### config.mk
export PLATFORM = sky130hd
export DESIGN_NAME = cpu_sequencer
export DESIGN_NICKNAME = d
export VERILOG_FILES = /design/src/rtl/cpu_pkg.sv /design/src/rtl/mem_wait_timer.sv /design/src/rtl/cpu_sequencer.sv
export SDC_FILE = /design/constraint.sdc
export NUM_CORES = 1
export LEC_CHECK = 0
export ABC_AREA = 1
export CAP_MARGIN = 10
export CELL_PAD_IN_SITES_DETAIL_PLACEMENT = 1
export CELL_PAD_IN_SITES_GLOBAL_PLACEMENT = 2
export CORE_MARGIN = 2
export CORE_UTILIZATION = 28
export CTS_BUF_LIST = sky130_fd_sc_hd__clkbuf_16
export DETAILED_ROUTE_END_ITERATION = 8
export PLACE_DENSITY_LB_ADDON = 0.1
export SLEW_MARGIN = 20
export SYNTH_ARGS = -nofsm -noshare
export SYNTH_HDL_FRONTEND = slang
export SYNTH_HIERARCHICAL = 1
export SYNTH_SLANG_ARGS = --single-unit
### constraint.sdc
create_clock -name clk -period 2.85 [get_ports clk]
set_input_delay 0.57 -clock clk [delete_from_list [all_inputs] [get_ports clk]]
set_output_delay 0.57 -clock clk [all_outputs]
set_load 0.005 [all_outputs]
### src/rtl/cpu_pkg.sv
// Shared definitions for the multi-cycle CPU sequencer: state encoding,
// opcode classes and instruction field positions.
package cpu_pkg;

  typedef enum logic [2:0] {
    S_IDLE   = 3'd0,
    S_FETCH  = 3'd1,
    S_DECODE = 3'd2,
    S_EXEC   = 3'd3,
    S_MEM    = 3'd4,
    S_WB     = 3'd5,
    S_HALT   = 3'd6,
    S_FAULT  = 3'd7
  } state_t;

  localparam logic [2:0] OP_MEM  = 3'd5;
  localparam logic [2:0] OP_NOP  = 3'd6;
  localparam logic [2:0] OP_HALT = 3'd7;

  localparam int OP_MSB   = 15;
  localparam int OP_LSB   = 13;
  localparam int FLAG_BIT = 0;

  function automatic logic [2:0] op_of(input logic [15:0] insn);
    return insn[OP_MSB:OP_LSB];
  endfunction

endpackage

### src/rtl/mem_wait_timer.sv
// Wait counter shared by the instruction and data memory handshakes;
// flags a timeout when a request has gone TIMEOUT cycles without an ack.
module mem_wait_timer #(
  parameter int TIMEOUT = 15
) (
  input  logic clk,
  input  logic rst_n,
  input  logic start,
  input  logic busy,
  input  logic ack,
  output logic timeout
);

  logic [7:0] cnt;

  always_ff @(posedge clk or negedge rst_n) begin
    if (!rst_n)                     cnt <= '0;
    else if (start || !busy || ack) cnt <= '0;
    else                            cnt <= cnt + 8'd1;
  end

  // cnt holds the number of earlier unacked cycles, so this is the TIMEOUT-th one
  assign timeout = busy && !ack && (cnt == 8'(TIMEOUT - 1));

endmodule

### src/rtl/cpu_sequencer.sv
// Multi-cycle control FSM: fetch/decode/exec/mem/wb sequencing with
// memory handshakes, instruction register, retire counter and timeout fault.
module cpu_sequencer
  import cpu_pkg::*;
#(
  parameter int PC_W     = 8,
  parameter int TIMEOUT  = 15,
  parameter int RETIRE_W = 16
) (
  input  logic                clk,
  input  logic                rst_n,
  input  logic                run,
  output logic                imem_req,
  output logic [PC_W-1:0]     imem_addr,
  input  logic                imem_ack,
  input  logic [15:0]         imem_rdata,
  output logic [15:0]         ir,
  output logic                dmem_req,
  output logic                dmem_we,
  input  logic                dmem_ack,
  output logic                alu_en,
  output logic                reg_we,
  output logic [PC_W-1:0]     pc,
  output logic [RETIRE_W-1:0] retired,
  output logic                halted,
  output logic                fault
);

  state_t     state, state_nx;
  logic [2:0] op;
  logic       retire;
  logic       wait_busy, wait_ack, wait_start, timeout;

  assign op = op_of(ir);

  assign wait_busy  = (state == S_FETCH) || (state == S_MEM);
  assign wait_ack   = (state == S_FETCH) ? imem_ack :
                      (state == S_MEM)   ? dmem_ack : 1'b0;
  assign wait_start = ((state_nx == S_FETCH) || (state_nx == S_MEM)) && (state_nx != state);

  mem_wait_timer #(.TIMEOUT(TIMEOUT)) u_timer (
    .clk     (clk),
    .rst_n   (rst_n),
    .start   (wait_start),
    .busy    (wait_busy),
    .ack     (wait_ack),
    .timeout (timeout)
  );

  always_comb begin
    state_nx = state;
    retire   = 1'b0;
    case (state)
      S_IDLE:   if (run) state_nx = S_FETCH;
      S_FETCH: begin
        if (imem_ack)     state_nx = S_DECODE;
        else if (timeout) state_nx = S_FAULT;
      end
      S_DECODE: begin
        if (op == OP_HALT) state_nx = S_HALT;
        else if (op == OP_NOP) begin
          retire   = 1'b1;
          state_nx = run ? S_FETCH : S_IDLE;
        end
        else state_nx = S_EXEC;
      end
      S_EXEC:   state_nx = (op == OP_MEM) ? S_MEM : S_WB;
      S_MEM: begin
        if (dmem_ack) begin
          if (ir[FLAG_BIT]) begin
            retire   = 1'b1;
            state_nx = run ? S_FETCH : S_IDLE;
          end
          else state_nx = S_WB;
        end
        else if (timeout) state_nx = S_FAULT;
      end
      S_WB: begin
        retire   = 1'b1;
        state_nx = run ? S_FETCH : S_IDLE;
      end
      default:  state_nx = state;  // HALT and FAULT only leave through reset
    endcase
  end

  always_ff @(posedge clk or negedge rst_n) begin
    if (!rst_n) begin
      state   <= S_IDLE;
      ir      <= '0;
      pc      <= '0;
      retired <= '0;
    end
    else begin
      state <= state_nx;
      if (state == S_FETCH && imem_ack) begin
        ir <= imem_rdata;
        pc <= pc + PC_W'(1);
      end
      if (retire && (retired != '1)) retired <= retired + RETIRE_W'(1);
    end
  end

  // Moore outputs straight from the state register, so reset clears them at once
  assign imem_req  = (state == S_FETCH);
  assign imem_addr = pc;
  assign dmem_req  = (state == S_MEM);
  assign dmem_we   = (state == S_MEM) && ir[FLAG_BIT];
  assign alu_en    = (state == S_EXEC);
  assign reg_we    = (state == S_WB);
  assign halted    = (state == S_HALT);
  assign fault     = (state == S_FAULT);

endmodule

==> Word level (Yosys, flattened, before mapping) <==
Index checks and enable logic that the tools add are counted.
{ "op_classes": {"n_addsub": 3, "n_eq_ne": 15, "mux": 18, "n_reduce_logical": 13} }
{ "op_table": {"columns": ["op", "count"], "rows": [
  ["3-bit equality test (second input constant)", 8],
  ["3-bit 2-to-1 mux", 6],
  ["3-bit case mux with 6 select lines", 1],
  ["16-bit by 1-bit adder with 16-bit output (second input constant)", 1],
  ["8-bit by 1-bit adder with 8-bit output (second input constant)", 2],
  ["16-bit inequality test (second input constant)", 1],
  ["8-bit by 4-bit equality test with 1-bit output (second input constant)", 1],
  ["1-bit 2-to-1 mux", 8],
  ["8-bit 2-to-1 mux", 1],
  ["3-bit by 1-bit equality test with 1-bit output (second input constant)", 2],
  ["3-bit by 2-bit equality test with 1-bit output (second input constant)", 2],
  ["1-bit logical AND", 6],
  ["1-bit logical OR", 4],
  ["3-bit logical NOT", 1],
  ["3-bit inequality test", 1],
  ["1-bit case mux with 3 select lines", 1],
  ["1-bit logical NOT", 2],
  ["2-bit 2-to-1 mux", 1]
]} }
{ "word_totals": {"register_bits": 51, "input_bits": 21, "out_inout_bits": 55} }

==> Longest topological paths before layout <==
Gate-level depths: netlist of the first run.
{ "logic_depth": {"word_depth": 15, "depth_mapped": 23, "depth_no_buf": 21} }

==> Cells and area by module <==
Netlist of the first run, hierarchy kept.
{ "by_module_without_submodules": {"columns": ["module", "n_inst", "cells_per_inst", "area_each_um2"], "rows": [
  ["cpu_sequencer", 1, 298, 2432.3],
  ["mem_wait_timer", 1, 52, 427.9]
]} }

==> Least setup slack after synthesis of the first run <==
Ideal clock, no wire load.
{ "synth_path": {"path_kind": "input -> register", "start": "in imem_ack", "end": "reg u_timer.cnt[4]", "setup_ns": 0.118, "arrival_ns": 2.476, "required_time_ns": 2.732, "slack_ns": 0.256, "cell_stages": 21, "n_path_buf": 1, "cell_sequence": "inv_1 -> nor2_8 -> inv_2 -> buf_2 -> o21ai_0 -> inv_1 -> nand2_1 -> nor3_1 -> inv_1 -> nand2_1 -> nand2_1 -> nor2_1 -> nor2_1 -> nand3_1 -> nand2_1 -> nand3_1 -> nor2_1 -> nor2_1 -> nor2_4 -> inv_1 -> nor2_1"} }
{ "synth_between": {"elab_chain_cells": 13, "elab_cells_between_ends": 16} }
{ "synth_lines": {"columns": ["element", "line", "rtl"], "rows": [
  ["from (decl)", "cpu_sequencer.sv:15", "input logic imem_ack,"],
  ["1-bit 2-to-1 mux *", "cpu_sequencer.sv:37", "assign wait_ack = (state == S_FETCH) ? imem_ack :"],
  ["via wait_ack", "cpu_sequencer.sv:32", "logic wait_busy, wait_ack, wait_start, timeout;"],
  ["1-bit logical NOT *", "mem_wait_timer.sv:23", "assign timeout = busy && !ack && (cnt == 8'(TIMEOUT - 1));"],
  ["1-bit logical AND * (2 in a row)", "mem_wait_timer.sv:23", null],
  ["via timeout", "cpu_sequencer.sv:32", null],
  ["3-bit 2-to-1 mux *", "cpu_sequencer.sv:57, cpu_sequencer.sv:76", null],
  ["3-bit 2-to-1 mux, on equally long branches", "cpu_sequencer.sv:69, cpu_sequencer.sv:56", null],
  ["3-bit case mux with 6 select lines *", "cpu_sequencer.sv:53", "case (state)"],
  ["via state_nx[1]", "cpu_sequencer.sv:29", "state_t state, state_nx;"],
  ["3-bit by 1-bit equality test with 1-bit output or 3-bit equality test (tied branches)", "cpu_sequencer.sv:39", "assign wait_start = ((state_nx == S_FETCH) || (state_nx == S_MEM)) && (state_nx != state);"],
  ["1-bit logical OR", "cpu_sequencer.sv:39", null],
  ["1-bit logical AND *", "cpu_sequencer.sv:39", null],
  ["via wait_start", "cpu_sequencer.sv:32", null],
  ["1-bit logical OR * (2 in a row)", "mem_wait_timer.sv:18", "else if (start || !busy || ack) cnt <= '0;"],
  ["8-bit 2-to-1 mux *", "mem_wait_timer.sv:18", null],
  ["to (signal assigned)", "mem_wait_timer.sv:19", "else cnt <= cnt + 8'd1;"],
  ["to (decl)", "mem_wait_timer.sv:14", "logic [7:0] cnt;"]
]} }
Mark *: on every way through the listed nets, which the timed path passes. The rest lies on a longest branch.
A chain may end at the register's enable or synchronous reset.

==> Worst setup path in the final report of the first run <==
{ "layout_path": {"start": "in imem_ack", "end": "reg u_timer.cnt[2]"} }
Same word-level chain as after synthesis.

==> results of run 1 <==
Yosys cell counts:
library cell and n:
nand2_1 107, dfrtp_1 51, nor2_1 35, inv_1 32
nand3_1 24, nor3_1 11, xor2_1 11, buf_4 8
o21ai_0 7, xnor2_1 7, nand4_1 6, a21oi_1 5
buf_6 5, o21ai_2 5, ha_1 4, nand2_2 4
buf_2 3, nand3b_1 3, nor2_2 3, inv_4 2
nand2_4 2, nor2_4 2, nor2_8 2, nor3_2 2
o21ai_1 2, a21o_4 1, a21oi_4 1, inv_2 1
inv_6 1, nand3_2 1, nor3_4 1, o21bai_2 1
cell type report:
type	count	area, um^2	share of cell area
clock inverters	3	46.3	0.0120
repair buffers	82	798	0.206
inverters	36	145	0.0375
clock buffers	5	125	0.0323
well taps	133	166	0.0430
flip-flops and latches	51	1280	0.330
multi-input cells	247	1310	0.339
metrics by stage:
stage | total power [mW] | TNS, ns | setup slack [ns]
2_1_floorplan | 0.783 | 0 | 0.256
5_1_grt | 1.62 | 0 | 0.00548
3_5_place_dp | 0.866 | -0.225 | -0.0544
4_1_cts | 1.58 | 0 | 0.238
6_report | 1.55 | 0 | 0.299
3_3_place_gp | 0.865 | 0 | 0.0482
report_power, final:
part	internal, mW	leakage (nW)	switching [mW]
clock	0.418	0.0804	0.282
sequential	0.737	0.641	0.0113
combinational	0.0592	1.05	0.0404
worst max-delay path by stage:
stage             start              to  depth (start not counted)
6_report       imem_ack  u_timer/cnt[2]                         21
5_1_grt        dmem_ack  u_timer/cnt[2]                         19
4_1_cts        imem_ack  u_timer/cnt[2]                         20
3_5_place_dp   imem_ack  u_timer/cnt[2]                         21
3_3_place_gp   imem_ack  u_timer/cnt[4]                         21
2_1_floorplan  imem_ack  u_timer/cnt[4]                         21
per-layer routing:
metal	routed length, um	GRT usage
met1	3520	0.188
met2	3670	0.244
met3	237	0.0287
met4	46	0.0286
met5	0	0
sequential cells by signal (all words and copies together) (netlist names):
name         flops
ir              16
retired         16
imem_addr        8
u_timer/cnt      8
state            3
cell families (layout without fill, tap and decap cells):
kind of cell / after synthesis / in the layout / synth area share
simple gates: 203 / 203 / 0.330
buf+inv: 52 / 126 / 0.0967
flops: 51 / 51 / 0.446
xor+xnor: 18 / 18 / 0.0551
compound gates: 22 / 22 / 0.0547
fa+ha+maj: 4 / 4 / 0.0175
==> flow_metrics.tcl, run 1 <==
set metrics [dict create \
    status "complete, no violations" \
    tightestPinTransition_ns 0.697 \
    synth.top_cell.area_share 0.446 \
    hp-class "in -> async" \
    required_ns 3.05 \
    yosysWarnings 6 \
    synth_nets 375 \
    reg2reg_slack_ns 0.39 \
    crit_buf_inv 6 \
    route.final.wire_length_mm 7.47 \
    final_common_cell "nand2_1" \
    antenna_cells 0 \
    root_buffer "clkbuf_16" \
    powerDensity_nw_per_um2 400 \
    synth_area_leaders "dfrtp_1 (45%), nand2_1 (14%), nor2_1 (4.6%)" \
    slowest_delay_ns 0.46 \
    h-tree-depth 2 \
    final-setup-viol-count 0 \
    path_cells "clkdlybuf4s50_1, inv_1, nor2_8, inv_2, o21ai_0, inv_1, nand2_1, nor3_2, inv_1, nand2_1, nand2_1, nor2_1, nor2_1, nand3_1, nand2_1, nand3_1, nor2_1, nor2_1, nor2_4, inv_1, nor3_1" \
    post_drt_wl_per_cell_um 13.4 \
    antenna_found_initial 0 \
    fillCellCount 1177 \
    grt_pass1_wl_mm 12.9 \
    grt_usage 0.143 \
    die_x_um 105 \
    area_growth_pct 35.3 \
    grt_overflow 0 \
    cts_tree "built" \
    final_util 0.392 \
    mostFrequentLayoutCells "nand2_1 (107), clkdlybuf4s50_1 (74), dfrtp_1 (50)" \
    cp.arrival_ns 2.76 \
    vias 2457 \
    p_leak_nw 1.77 \
    avgSynthCellArea_um2 8.17 \
    die-area_um2 11000 \
    route.detailed.drc 0 \
    fin_crit_ns 2.55 \
    antenna_left 0 \
    fin_nets 448 \
    rr_startpoint "state[1]" \
    synthCells 350 \
    hold_buffers 0 \
    yosys.area.top_type "dfrtp_1" \
    viasPerCell 4.41 \
    synthDistinctLibCells 32 \
    path_clk_slew_ns 0.07 \
    slew_viol_final 0 \
    insertion_delay_ns 0.29 \
    fmax_mhz 392 \
    crit_type "in -> reg" \
    gp_congestion 0.740 \
    start_util 0.290 \
    cts-buffers-inserted 5 \
    rsz0062_at_grt "false" \
    placedCellCount 549 \
    port_buffers 75 \
    postCtsSetupRepairBufs 0 \
    numClockSinks 51 \
    num_io_pins 76 \
    grt_max_degree 52 \
    cp-start-kind "primary input" \
    drtIter0Drc 42 \
    end_kind "flip-flop" \
    num_rows 36 \
    fin_crit_sh 0.895 \
    coreArea_um2 9860 \
    hpwlAfterDp_mm 5.63 \
    die_h_um 105 \
    ys_seq_area_frac 0.446 \
    clock_path_buffers 2 \
    place_area_um2 3690 \
    ys_ff_latch 51 \
    crit_family "simple AND/OR/NAND/NOR gates" \
    cp_max_fo 5 \
    finalHoldViolCount 0 \
    ir_worst_vdd_v 0.000227 \
    relSlewSlack 0.535 \
    grt_pass1_vias 2636 \
    clock_skew_ns 0.00507 \
    cts.repair.resized 0 \
    design_area_um2 3870 \
    drive_above_1_share 0.111 \
    drtPass1Iterations 4 \
    instances_no_fill 557 \
    syn_area_um2 2860 \
    fin_hold_ws_ns 0.396 \
    rr_worst_depth 21 \
    timing.rr.end "u_timer/cnt[2]" \
    slowest_stage "clkdlybuf4s50_1" \
    max_cap_viol_count 0 \
]
Note: power is estimated with default switching activity, not from simulation.
==> run 2, diff against run 1 <==
- SLEW_MARGIN: 20 -> unset
==> results of run 2 <==
Final layout, timing and power as in run 1 (identical DEF).
==> edit (settings of run 1) <==
`PC_W`: 8 -> 6.
--- a/src/rtl/cpu_sequencer.sv
+++ b/src/rtl/cpu_sequencer.sv
@@ -3,7 +3,7 @@
 module cpu_sequencer
   import cpu_pkg::*;
 #(
-  parameter int PC_W     = 8,
+  parameter int PC_W     = 6,
   parameter int TIMEOUT  = 15,
   parameter int RETIRE_W = 16
 ) (
Interface: changed (resized imem_addr and pc); port bits go from 76 to 72. No check against the original RTL was run, so the function may have changed too.
==> edit against run 1 <==
- critical path depth decreased by 2
- sequential cell count decreased by 2
- wire length about the same
- setup slack improved by 0.019 ns
- synthesized area decreased by 4.5%
- die area decreased by 4.4%
- design area decreased by 2.7%
Power is not compared: it rests on default switching activity, and its combinational part moved more than twofold at a synthesized area within 25%.
==> edit: results (changes against run 1) <==
[critical_path]
cp-endpoint=u_timer/cnt[4]$_DFF_PN0_  ; was u_timer/cnt[2]$_DFF_PN0_
path_class=flop to flop  ; was input port to flop
critPathMaxFanout=8  ; was 5

[sta]
maxSlewHeadroom_pct=55.1  ; was 53.5%
fin_crit_sh_pct=88.8  ; was 89.5%
hold_ws_ns=0.395  ; was 0.396 ns

[placement]
hpwlAfterDp_um=5510  ; was 5630 um
place_congestion=0.820  ; was 0.740
portBuffers=71  ; was 75
pre_cts_ws_ns=-0.0979  ; was -0.0544 ns
dp_cells=547  ; was 549

[logic_synthesis]
synth_cell_types=30  ; was 32
synth_nets=373  ; was 375
synth_cells=348  ; was 350
synth.yosys.seq_area_share_pct=44.9  ; was 44.6%
synth_compound_area_share_pct=6.00  ; was 5.47%
synth.top_cells.by_count=nand2_1, dfrtp_1, nor2_1  ; unchanged

[grt]
grt_pass1_vias=2558  ; was 2636
grt_max_degree=50  ; was 52
grt_pass1_wl_um=12300  ; was 12900 um

[route]
drt_iter0_drc=49  ; was 42
wl_per_cell_um=13.4  ; about the same
vias_per_cell=4.37  ; was 4.41

[outcome]
status=complete, no violations  ; unchanged

[final_layout]
reg_top3=ir (16), retired (16), u_timer/cnt (8)  ; was ir (16), retired (16)

[power_and_ir_drop]
power_mw=1.44

-- edit: metal layers --
layer | up-vias | GRT usage [%] | routed length [um]
li1 | 1219 | - | -
met1 | 1165 | 19.1 | 3490
met3 | 2 | 4.20 | 373
met5 | - | 0 | 0
met2 | 47 | 25.3 | 3570
met4 | 0 | 3.04 | 31
-- edit: area by class of cell --
| class | instances | area, um^2 |
|---|---|---|
| inverter | 37 | 141 |
| fill | 1187 | 5870 |
| tap | 133 | 166 |
| timing repair buffer | 80 | 773 |
| clock inverter | 3 | 43.8 |
| multi-input combinational | 250 | 1290 |
| sequential | 49 | 1230 |
| clock buffer | 5 | 125 |
-- edit: kinds of logic (layout without fill, tap and decap cells) --
logic type / Yosys count / in the layout
AND/OR/NAND/NOR: 207 / 207
flip-flops: 49 / 49
buffers and inverters: 49 / 125
XOR/XNOR: 15 / 15
AO/OA/AOI/OAI: 24 / 24
adder cells (fa/ha/maj): 4 / 4
